--- config.mk ---
export PLATFORM = sky130hd
export DESIGN_NAME = mem_wb
export DESIGN_NICKNAME = d
export VERILOG_FILES = /design/src/rtl/mem_wb_pkg.sv /design/src/rtl/mem_wb_skid.sv /design/src/rtl/mem_wb.sv
export SDC_FILE = /design/constraint.sdc
export NUM_CORES = 1
export LEC_CHECK = 0
export ABC_AREA = 1
export ABC_CLOCK_PERIOD_IN_PS = 1600
export CORE_UTILIZATION = 50
export DETAILED_ROUTE_END_ITERATION = 6
export GPL_TIMING_DRIVEN = 0
export PLACE_DENSITY = 0.87
export SKIP_CTS_REPAIR_TIMING = 1
export SYNTH_ARGS = -nofsm -noshare
export SYNTH_HDL_FRONTEND = slang
export SYNTH_SLANG_ARGS = --single-unit
--- constraint.sdc ---
create_clock -name clk -period 1.6 [get_ports clk]
set_input_delay 0.32 -clock clk [delete_from_list [all_inputs] [get_ports clk]]
set_output_delay 0.32 -clock clk [all_outputs]
set_load 0.05 [all_outputs]
--- src/rtl/mem_wb_pkg.sv ---
// Shared definitions for the MEM->WB pipeline register.
//   DATA_W / ADDR_W : default write-back data and register address widths
//   ZERO_REG        : architectural zero register, whose writes are never enabled
//   wb_entry_t      : one buffered register-write triple {en, addr, data}
package mem_wb_pkg;

  localparam int unsigned DATA_W   = 32;
  localparam int unsigned ADDR_W   = 5;
  localparam int unsigned ZERO_REG = 0;

  typedef struct packed {
    logic              en;
    logic [ADDR_W-1:0] addr;
    logic [DATA_W-1:0] data;
  } wb_entry_t;

endpackage

--- src/rtl/mem_wb_skid.sv ---
// Two-entry skid buffer: an OUT entry that drives the outputs and a SKID entry
// that catches one result arriving while the OUT entry is held.
// Ports:
//   clk, rst               clock (rising edge), asynchronous active-low reset
//   in_valid_i / in_data_i  upstream entry offered this cycle
//   in_ready_o              registered; high while the SKID slot is free
//   stall_i                 downstream hold; OUT entry not consumed while high
//   flush_i                 synchronous discard of both entries (highest priority)
//   out_valid_o / out_data_o registered OUT entry
module mem_wb_skid
  import mem_wb_pkg::*;
#(
  parameter type entry_t = wb_entry_t
) (
  input  logic   clk,
  input  logic   rst,
  input  logic   in_valid_i,
  input  entry_t in_data_i,
  output logic   in_ready_o,
  input  logic   stall_i,
  input  logic   flush_i,
  output logic   out_valid_o,
  output entry_t out_data_o
);

  logic   out_valid_q, out_valid_d;
  logic   skid_valid_q, skid_valid_d;
  logic   in_ready_q, in_ready_d;
  entry_t out_q, out_d;
  entry_t skid_q, skid_d;

  logic accept;
  logic consume;

  assign accept  = in_valid_i & in_ready_q;
  assign consume = out_valid_q & ~stall_i;

  always_comb begin
    out_valid_d  = out_valid_q;
    skid_valid_d = skid_valid_q;
    out_d        = out_q;
    skid_d       = skid_q;
    if (flush_i) begin
      // Clearing the OUT entry also drops the registered write enable.
      out_valid_d  = 1'b0;
      skid_valid_d = 1'b0;
      out_d        = '0;
    end else if (!out_valid_q) begin
      if (accept) begin
        out_valid_d = 1'b1;
        out_d       = in_data_i;
      end
    end else if (!skid_valid_q) begin
      if (consume && accept) begin
        out_d = in_data_i;
      end else if (consume) begin
        out_valid_d = 1'b0;
        out_d       = '0;
      end else if (accept) begin
        skid_valid_d = 1'b1;
        skid_d       = in_data_i;
      end
    end else if (consume) begin
      // FULL: in_ready is low, so only the drain from SKID into OUT can happen.
      out_d        = skid_q;
      skid_valid_d = 1'b0;
    end
    in_ready_d = ~skid_valid_d;
  end

  always_ff @(posedge clk or negedge rst) begin
    if (!rst) begin
      out_valid_q  <= 1'b0;
      skid_valid_q <= 1'b0;
      in_ready_q   <= 1'b1;
      out_q        <= '0;
      skid_q       <= '0;
    end else begin
      out_valid_q  <= out_valid_d;
      skid_valid_q <= skid_valid_d;
      in_ready_q   <= in_ready_d;
      out_q        <= out_d;
      skid_q       <= skid_d;
    end
  end

  assign in_ready_o  = in_ready_q;
  assign out_valid_o = out_valid_q;
  assign out_data_o  = out_q;

endmodule

--- src/rtl/mem_wb.sv ---
// MEM->WB pipeline register with a 2-entry skid buffer. Presents the MEM stage's
// register-write triple registered to the regfile write port, one cycle after accept.
// Optional feature macro: MEM_WB_RETIRE_CNT_EN adds CNT_W / retire_cnt_o, a wrapping
// count of committed writes (out_valid_o & write_reg_en_o & !stall_i), kept across flush.
// Ports:
//   clk, rst                       clock (rising edge), asynchronous active-low reset
//   in_valid_i / in_ready_o        upstream handshake (in_ready_o registered)
//   write_reg_{en,addr,data}_i     MEM register-write triple
//   stall_i, flush_i               WB hold, synchronous discard
//   out_valid_o                    output entry valid
//   write_reg_{en,addr,data}_o     registered regfile write port
//   retire_cnt_o                   committed-write count (macro only)
module mem_wb
  import mem_wb_pkg::*;
#(
  parameter int unsigned DATA_W = mem_wb_pkg::DATA_W,
  parameter int unsigned ADDR_W = mem_wb_pkg::ADDR_W
`ifdef MEM_WB_RETIRE_CNT_EN
  ,
  parameter int unsigned CNT_W  = 32
`endif
) (
  input  logic              clk,
  input  logic              rst,
  input  logic              in_valid_i,
  output logic              in_ready_o,
  input  logic              write_reg_en_i,
  input  logic [ADDR_W-1:0] write_reg_addr_i,
  input  logic [DATA_W-1:0] write_reg_data_i,
  input  logic              stall_i,
  input  logic              flush_i,
  output logic              out_valid_o,
  output logic              write_reg_en_o,
  output logic [ADDR_W-1:0] write_reg_addr_o,
  output logic [DATA_W-1:0] write_reg_data_o
`ifdef MEM_WB_RETIRE_CNT_EN
  ,
  output logic [CNT_W-1:0]  retire_cnt_o
`endif
);

  typedef struct packed {
    logic              en;
    logic [ADDR_W-1:0] addr;
    logic [DATA_W-1:0] data;
  } entry_t;

  entry_t in_entry;
  entry_t out_entry;

  // Writes to the zero register are turned into bubbles that still keep their slot.
  always_comb begin
    in_entry.en   = write_reg_en_i & (write_reg_addr_i != ADDR_W'(ZERO_REG));
    in_entry.addr = write_reg_addr_i;
    in_entry.data = write_reg_data_i;
  end

  mem_wb_skid #(
    .entry_t(entry_t)
  ) u_skid (
    .clk        (clk),
    .rst        (rst),
    .in_valid_i (in_valid_i),
    .in_data_i  (in_entry),
    .in_ready_o (in_ready_o),
    .stall_i    (stall_i),
    .flush_i    (flush_i),
    .out_valid_o(out_valid_o),
    .out_data_o (out_entry)
  );

  assign write_reg_en_o   = out_entry.en;
  assign write_reg_addr_o = out_entry.addr;
  assign write_reg_data_o = out_entry.data;

`ifdef MEM_WB_RETIRE_CNT_EN
  logic             commit;
  logic [CNT_W-1:0] retire_cnt_q, retire_cnt_d;

  assign commit = out_valid_o & write_reg_en_o & ~stall_i;

  always_comb begin
    retire_cnt_d = retire_cnt_q;
    if (commit) begin
      retire_cnt_d = retire_cnt_q + CNT_W'(1);
    end
  end

  always_ff @(posedge clk or negedge rst) begin
    if (!rst) begin
      retire_cnt_q <= '0;
    end else begin
      retire_cnt_q <= retire_cnt_d;
    end
  end

  assign retire_cnt_o = retire_cnt_q;
`endif

endmodule
Word level (Yosys, flattened, before mapping) --
Cells that the tools add are included.
Storage, ports and cells: word-level logic and storage cells 43, flip-flop bits (word level) 79, output and inout bits 40
Operators by class: bitwise gates (word level) 9, reduce and logical (&&, ||, !) cells 5, mux-type cells 18, equality and inequality tests 2
Operators by type and width (number):
- 2-to-1 mux 38 bit | 7
- 2-to-1 mux 1 bit | 11
- != test 4 bit, second input constant | 2
- inverter 1 bit | 6
- AND reduction 6 bit | 1
- nonzero test 5 bit | 1
- bitwise AND 1 bit | 3
- AND reduction 3 bit | 1
- nonzero test 3 bit | 1
- logical AND 1 bit | 1

Longest topological paths before layout --
Gate-level depths: netlist (run 1).
depth in word-level cells 8, mapped depth 9

Modules after synthesis --
Synthesis (run 1) repeated with hierarchy kept, for this count alone.
Second synthesis, totals: cells, all modules 482, area total of the unflattened synthesis 3669.8 µm²
Modules (own cells, without submodules):
- mem_wb_skid | area each 3646.0 µm², cells an instance 476, times used 1
- mem_wb | area each 23.8 µm², cells an instance 6, times used 1

Worst setup path after synthesis (run 1) --
Ideal clock, no wire load.
path kind register -> register, from reg u_skid.in_ready_q (netlist: u_skid.in_ready_o), to reg u_skid.out_q, in the netlist u_skid.out_data_o[10], buffers on the path 2, setup time 0.066 ns, clock period less this slack 1.554 ns, data arrival time 1.488 ns, slack 0.046 ns, required time 1.534 ns, stages on the path, launching flop included 9, cells stage by stage dfstp_2 -> nand2_1 -> nor2_1 -> nor2_1 -> nor2_1 -> buf_4 -> buf_4 -> nand2_1 -> nand2_1
Between the ends: word-level cells in the longest chain between the ends 6, elaborated cells on any way between the ends 9, those cells by class 1 x eq/ne; 4 x mux; 1 x bitwise; 3 x reduce/logical
Ends and longest elaborated chain:
- from (decl) | RTL line mem_wb_skid.sv:28 | logic in_ready_q, in_ready_d;
- from (signal assigned) | RTL line mem_wb_skid.sv:81 | in_ready_q <= in_ready_d;
- bitwise AND 1 bit * | RTL line mem_wb_skid.sv:35 | assign accept = in_valid_i & in_ready_q;
- logical AND 1 bit | RTL line mem_wb_skid.sv:54 | if (consume && accept) begin
- 2-to-1 mux 38 bit | RTL line mem_wb_skid.sv:54
- 2-to-1 mux 38 bit | RTL line mem_wb_skid.sv:53 | end else if (!skid_valid_q) begin
- 2-to-1 mux 38 bit | RTL line mem_wb_skid.sv:48 | end else if (!out_valid_q) begin
- 2-to-1 mux 38 bit | RTL line mem_wb_skid.sv:43 | if (flush_i) begin
- to (signal assigned) | RTL line mem_wb_skid.sv:82 | out_q <= out_d;
- to (decl) | RTL line mem_wb_skid.sv:29 | entry_t out_q, out_d;
Every way passes the cells marked *; elsewhere a longest branch is shown, timed or not. A chain may end at the register's enable or synchronous reset.

Worst setup path after layout (run 1) --
from reg u_skid.in_ready_q (netlist: u_skid.in_ready_o), to reg u_skid.skid_q[5] (netlist name)
Between the ends: word-level cells in the longest chain between the ends 4
Ends and longest elaborated chain:
- bitwise AND 1 bit * | RTL line mem_wb_skid.sv:35
- logical AND 1 bit | RTL line mem_wb_skid.sv:54
- inverter 1 bit (no line)
- AND reduction 6 bit (no line) *
- to (signal assigned) | RTL line mem_wb_skid.sv:83 | skid_q <= skid_d;
- to (decl) | RTL line mem_wb_skid.sv:30 | entry_t skid_q, skid_d;
Marked as above.

==> results of run 1 <==
[final cells by class]
type / instances / area share
tap: 96 / 0.0245
clock buffer: 13 / 0.0303
inverter: 10 / 0.00816
sequential: 79 / 0.403
buffer: 27 / 0.0365
clock inverter: 3 / 0.0184
timing repair buffer: 85 / 0.192
multi-input combinational: 359 / 0.288
[worst max path at each step]
stage	endpoint	slack (ps)
floorplan	u_skid.out_data_o[10]	50
global placement	u_skid.out_data_o[14]	-2480
detailed placement	u_skid.skid_q[5]	-260
CTS	in_ready_o	-400
global route	u_skid.out_data_o[22]	1
finish	u_skid.skid_q[5]	100
[logic make-up (layout without fill, tap and decap cells)]
family,after synthesis,count (layout),synth area share
DFF,79,79,0.550
and+or+nand+nor,317,317,0.334
AOI/OAI and AO/OA,42,42,0.0585
buffers and inverters,37,138,0.0568
[Yosys cell counts]
| library cell | count |
|---|---|
| nand2_1 | 304 |
| dfrtp_1 | 78 |
| a21oi_1 | 37 |
| buf_4 | 9 |
| nor2_1 | 9 |
| inv_1 | 8 |
| buf_2 | 7 |
| clkbuf_1 | 7 |
| buf_6 | 3 |
| o21ai_0 | 3 |
| inv_2 | 2 |
| nand3_1 | 2 |
| o21ai_1 | 2 |
| buf_1 | 1 |
| dfstp_2 | 1 |
| nand3_2 | 1 |
| nor2_2 | 1 |
[stage by stage]
stage | setup slack, ps | hold slack, ps
6_report | 103 | 460
3_3_place_gp | -2480 | 461
4_1_cts | -400 | -68.1
5_1_grt | 1.19 | 491
2_1_floorplan | 45.8 | 24.4
3_5_place_dp | -263 | 305
[critical path, cell delays in order (launching register included)]
cell	delay [ps]
dfstp_2	530
nand2_1	110
nor2_2	130
nand3_2	170
inv_4	150
buf_4	190
nand2_1	80
nand2_1	80
[layer usage]
layer | up-vias | track usage
met3 | 15 | 0.0476
met1 | 1587 | 0.317
li1 | 1633 | -
met4 | 0 | 0.0985
met5 | - | 0
met2 | 135 | 0.446
[power by group through the flow]
| stage | Combinational, mW | Sequential, mW | Clock [mW] |
|---|---|---|---|
| final | 1.30 | 2.57 | 1.78 |
| after detailed placement | 1.29 | 2.60 | 0 |
| after CTS | 1.31 | 2.57 | 1.79 |
| after floorplan | 0.475 | 2.90 | 0 |
| after global placement | 1.25 | 2.59 | 0 |
| after global routing | 1.44 | 2.62 | 1.89 |
[cell usage in the layout (no fill, tap or decap), types with 2 or more instances in the layout]
master,Yosys,routed
nand2_1,304,304
dfrtp_1,78,78
clkdlybuf4s50_1,0,41
dlymetal6s2s_1,0,38
a21oi_1,37,37
clkbuf_8,0,10
nor2_1,9,9
buf_4,9,9
inv_1,8,8
buf_2,7,7
clkbuf_2,0,6
clkbuf_1,7,6
buf_6,3,5
o21ai_0,3,3
bufinv_16,0,3
nand3_1,2,2
o21ai_1,2,2
[flip-flops by register name (all words and copies together) (netlist names)]
register,count
u_skid.skid_valid_q,1
u_skid.out_valid_o,1
u_skid.skid_q,38
u_skid.in_ready_o,1
u_skid.out_data_o,38
==> results.sh, run 1 <==
export IMPL_grt_overflow=0
export IMPL_status="finished, final reports clean"
export IMPL_r2r_start="u_skid.in_ready_o"
export IMPL_cap_violations=0
export IMPL_ff_latch_area_um2=1980
export IMPL_worstReg2RegEnd="u_skid.skid_q[5]"
export IMPL_synth_area_leaders="dfrtp_1 54%, nand2_1 32%, a21oi_1 5.2%, buf_4 1.9%, buf_2 0.97%"
export IMPL_reg2regPathDepth=7
export IMPL_synth_top_cell_by_area="dfrtp_1"
export IMPL_max_slew_worst_pin_slew_ps=533
export IMPL_cts_sinks=79
export IMPL_dp_cells=654
export IMPL_synth_top_cell_area_share=0.543
export IMPL_fin_crit_ps=1500
export IMPL_first_iter_violations=251
export IMPL_switchingPower_mw=1.72
export IMPL_dp_hpwl_um=6010
export IMPL_syn_num_nets=518
export IMPL_slew_viol_final=0
export IMPL_synth_cell_types=17
export IMPL_cts_tree="yes"
export IMPL_grt_max_degree=46
export IMPL_num_vias=3370
export IMPL_syn_to_final_growth_pct=36.6
export IMPL_p_leak_nw=3.09
export IMPL_reg2reg_setup_slack_ps=100
export IMPL_fin_area_um2=4910
export IMPL_routed_top_layer="met4"
export IMPL_startpoint="u_skid.in_ready_o"
export IMPL_finalSetupViolCount=0
export IMPL_fin_total_pwr_mw=5.65
export IMPL_drc=0
export IMPL_endpoint_kind="flip-flop"
export IMPL_synthCells=475
export IMPL_clk_pin_slew_worst_paths_ps=80
export IMPL_skew_ps=4.97
export IMPL_criticalPathCategory="flip-flop to flip-flop"
export IMPL_clock_power_share=0.314
export IMPL_ant_nets=0
export IMPL_p_seq_frac=0.455
export IMPL_cp_required_ps=1890
export IMPL_routabilityCongestion=0.827
export IMPL_synth_seq_area_share=0.550
export IMPL_cp_data_arrival_time_ps=1790
export IMPL_hold_path_class="input pin to async pin"
export IMPL_htreeDepth=3
export IMPL_period_share=0.936
export IMPL_layout_cells_non_filler=672
export IMPL_drt_first_pass_iters=5
export IMPL_power_report_internal_total_mw=3.93
export IMPL_vdd_drop_max_uv=655
export IMPL_syn_area_per_cell_um2=7.57
export IMPL_cts_buffers=9
export IMPL_cts_buffer_depth=2
export IMPL_fin_util=0.715
export IMPL_rsz0062_at_grt="no"
export IMPL_place_port_buffers=82
export IMPL_max_freq_ghz=0.668
export IMPL_synth_seq_cells=79
export IMPL_wl_met1_um=3770
export IMPL_die_h_um=86.8
export IMPL_slew_headroom=0.644
export IMPL_cts_root_buf="clkbuf_8"
export IMPL_core_um2=6870
export IMPL_n_fill_cell=526
export IMPL_antenna_found_initial=0
export IMPL_layout_nets=614
export IMPL_viasPerCell=5.01
export IMPL_p_per_area_nw_per_um2=1150
export IMPL_place_area_um2=4550
export IMPL_worst_skew_pair_late_latency_ps=350
export IMPL_route_met3_wl_um=568
export IMPL_combinationalPowerShare=0.231
export IMPL_wl_um=8970
export IMPL_switching_share=0.305
export IMPL_hold_viol=0
export IMPL_finalSetupTns_ps=0
export IMPL_wl_per_cell_um=13.3
export IMPL_dieArea_um2=7530
export IMPL_syn_area_um2=3590
export IMPL_rows=30
export IMPL_start_util=0.523
export IMPL_diodes=0
export IMPL_multi_input_area_um2=1410
export IMPL_wl_met2_um=4490
export IMPL_ys_warn_count=0
export IMPL_crit_fanout=10
export IMPL_grt_use_total=0.256
export IMPL_die_w_um=86.8
export IMPL_io_pins=83
export IMPL_grt_first_pass_wirelength_um=14600
export IMPL_drive_gt1_frac=0.0799
export IMPL_startpoint_type="flip-flop"
export IMPL_grt_pass1_vias=3214
No activity file was read; power rests on OpenSTA's default activity.
==> inputs of run 2 (changes only) <==
--- a/config.mk
+++ b/config.mk
@@ -7,10 +7,12 @@
 export LEC_CHECK = 0
 export ABC_AREA = 1
 export ABC_CLOCK_PERIOD_IN_PS = 1600
-export CORE_UTILIZATION = 50
+export CORE_ASPECT_RATIO = 0.6
+export CORE_UTILIZATION = 52
+export CTS_BUF_LIST = sky130_fd_sc_hd__clkbuf_2 sky130_fd_sc_hd__clkbuf_4 sky130_fd_sc_hd__clkbuf_8
 export DETAILED_ROUTE_END_ITERATION = 6
 export GPL_TIMING_DRIVEN = 0
-export PLACE_DENSITY = 0.87
+export PLACE_DENSITY = 0.9
 export SKIP_CTS_REPAIR_TIMING = 1
 export SYNTH_ARGS = -nofsm -noshare
 export SYNTH_HDL_FRONTEND = slang
==> run 2 against run 1 <==
Against the previous run:
- clock power down 12%
- total power down 3.2%
- die area down 3.6%
- register-to-register slack better by 30 ps
- first-iteration DRC count up 23%
- worst setup slack worse by 16 ps
- critical path depth down 6
- sequential power about the same
- routed wire length up 7.4%
- largest cell class unchanged
- largest power group unchanged
- highest routed layer unchanged
==> results.sh, run 2 (synthesis gave the netlist of run 1 again) <==
export IMPL_status="finished, final reports clean"
export IMPL_layout_common_cells="303 x nand2_1, 78 x dfrtp_1, 41 x clkdlybuf4s50_1, 38 x dlymetal6s2s_1, 37 x a21oi_1"
export IMPL_hold_viol=0
export IMPL_startpoint="u_skid.out_data_o[10]"
export IMPL_startpoint_type="flip-flop"
export IMPL_hold_path_class="input pin to async pin"
export IMPL_switching_share=0.331
export IMPL_worst_skew_pair_late_latency_ps=370
export IMPL_max_freq_ghz=0.661
export IMPL_clk_pin_slew_worst_paths_ps=90
export IMPL_slew_headroom=0.635
export IMPL_dieArea_um2=7260
export IMPL_grt_pass1_vias=3297
export IMPL_cp_slowest_cell="dlymetal6s2s_1"
export IMPL_wl_um=9630
export IMPL_dp_hpwl_um=6390
export IMPL_fin_total_pwr_mw=5.47
export IMPL_worst_path_buf_inv=1
export IMPL_htreeDepth=3
export IMPL_cts_sinks=79
export IMPL_fin_crit_ps=1510
export IMPL_wl_per_cell_um=14.5
export IMPL_power_report_internal_total_mw=3.66
export IMPL_grt_overflow=0
export IMPL_p_leak_nw=3.10
export IMPL_diodes=0
export IMPL_period_share=0.946
export IMPL_place_port_buffers=82
export IMPL_fin_area_um2=4910
export IMPL_criticalPathCategory="flip-flop to output port"
export IMPL_viasPerCell=5.23
export IMPL_worstReg2RegEnd="u_skid.skid_q[8]"
export IMPL_rsz0062_at_grt="no"
export IMPL_endpoint_kind="output port"
export IMPL_reg2regPathDepth=7
export IMPL_final_common_cell="nand2_1"
export IMPL_drt_first_pass_iters=4
export IMPL_switchingPower_mw=1.81
export IMPL_cts_root_buf="clkbuf_8"
export IMPL_cts_buffers=9
export IMPL_cap_violations=0
export IMPL_place_area_um2=4550
export IMPL_layout_nets=617
export IMPL_drc=0
export IMPL_die_h_um=66.4
export IMPL_finalSetupViolCount=0
export IMPL_cts_buffer_depth=2
export IMPL_path_cells="dlymetal6s2s_1"
export IMPL_slew_viol_final=0
export IMPL_skew_ps=12.6
export IMPL_cp_data_arrival_time_ps=1190
export IMPL_first_iter_violations=309
export IMPL_routabilityCongestion=0.844
export IMPL_max_slew_worst_pin_slew_ps=547
export IMPL_reg2reg_setup_slack_ps=130
export IMPL_io_pins=83
export IMPL_grt_max_degree=71
export IMPL_core_um2=6680
export IMPL_r2r_start="u_skid.in_ready_o"
export IMPL_cts_tree="yes"
export IMPL_critical_path_depth=1
export IMPL_p_seq_frac=0.470
export IMPL_grt_use_total=0.281
export IMPL_critPathCapture="write_reg_data_o[10]"
export IMPL_grt_first_pass_wirelength_um=15200
export IMPL_p_per_area_nw_per_um2=1110
export IMPL_ant_nets=0
export IMPL_cpPeakStageDelay_ps=440
export IMPL_start_util=0.538
export IMPL_syn_to_final_growth_pct=36.8
export IMPL_vdd_drop_max_uv=668
export IMPL_cp_required_ps=1280
export IMPL_antenna_found_initial=0
export IMPL_rows=23
export IMPL_crit_fanout=2
export IMPL_clock_power_share=0.286
export IMPL_crit_family="buffers and inverters"
export IMPL_combinationalPowerShare=0.244
export IMPL_die_w_um=109
export IMPL_drive_gt1_frac=0.0915
export IMPL_num_vias=3483
[run 2: worst register-to-register path, cell delays in order (launching register included)]
cell and delay (ps):
dfstp_2 540, nand2_2 70, nor2_2 170, nand3_4 130, inv_4 120, buf_4 190
nand2_1 110, nand2_1 100
[run 2: cell type report]
class / instances / area [um2]
clock buffer: 11 / 151
timing repair buffer: 88 / 971
clock inverter: 5 / 56.3
fill: 493 / 1760
tap: 87 / 109
inverter: 10 / 40.0
multi-input combinational: 359 / 1420
buffer: 27 / 188
sequential: 79 / 1980
[run 2: how the worst min path moves through the flow]
| stage | start | end | slack, ps | cells after the start |
|---|---|---|---|---|
| after floorplan | rst | u_skid.out_data_o[0] | 20 | 0 |
| after global placement | u_skid.out_data_o[5] | u_skid.out_data_o[5] | 460 | 2 |
| after detailed placement | rst | u_skid.out_data_o[2] | 170 | 1 |
| after CTS | rst | u_skid.out_data_o[2] | -230 | 1 |
| after global routing | rst | u_skid.out_data_o[0] | 340 | 2 |
| final | rst | u_skid.out_data_o[2] | 320 | 2 |
[run 2: routing by layer]
| layer | up-vias | global-route usage | share of wire |
|---|---|---|---|
| met4 | 0 | 0.0667 | 0.011 |
| li1 | 1643 | - | - |
| met1 | 1667 | 0.381 | 0.44 |
| met5 | - | 0 | 0 |
| met2 | 162 | 0.443 | 0.47 |
| met3 | 11 | 0.0867 | 0.078 |
[run 2: metrics by stage]
stage | setup slack (ps) | utilization | setup TNS (ps) | hold WS (ps) | std cells
finish | 86.7 | 0.736 | 0 | 322 | 666
detailed placement | -253 | 0.681 | -13180 | 165 | 645
global placement | -2500 | 0.677 | -205820 | 461 | 644
global route | 1.99 | 0.736 | 0 | 345 | 666
floorplan | 45.8 | - | 0 | 24.4 | 475
CTS | -431 | 0.712 | -10890 | -235 | 661
[run 2: power by group through the flow]
stage                     sequential, mW  combinational [mW]  clock, mW
after floorplan                     2.90               0.475          0
final                               2.57                1.34       1.57
after global routing                2.61                1.45       1.67
after detailed placement            2.60                1.31          0
after CTS                           2.57                1.32       1.59
after global placement              2.58                1.25          0
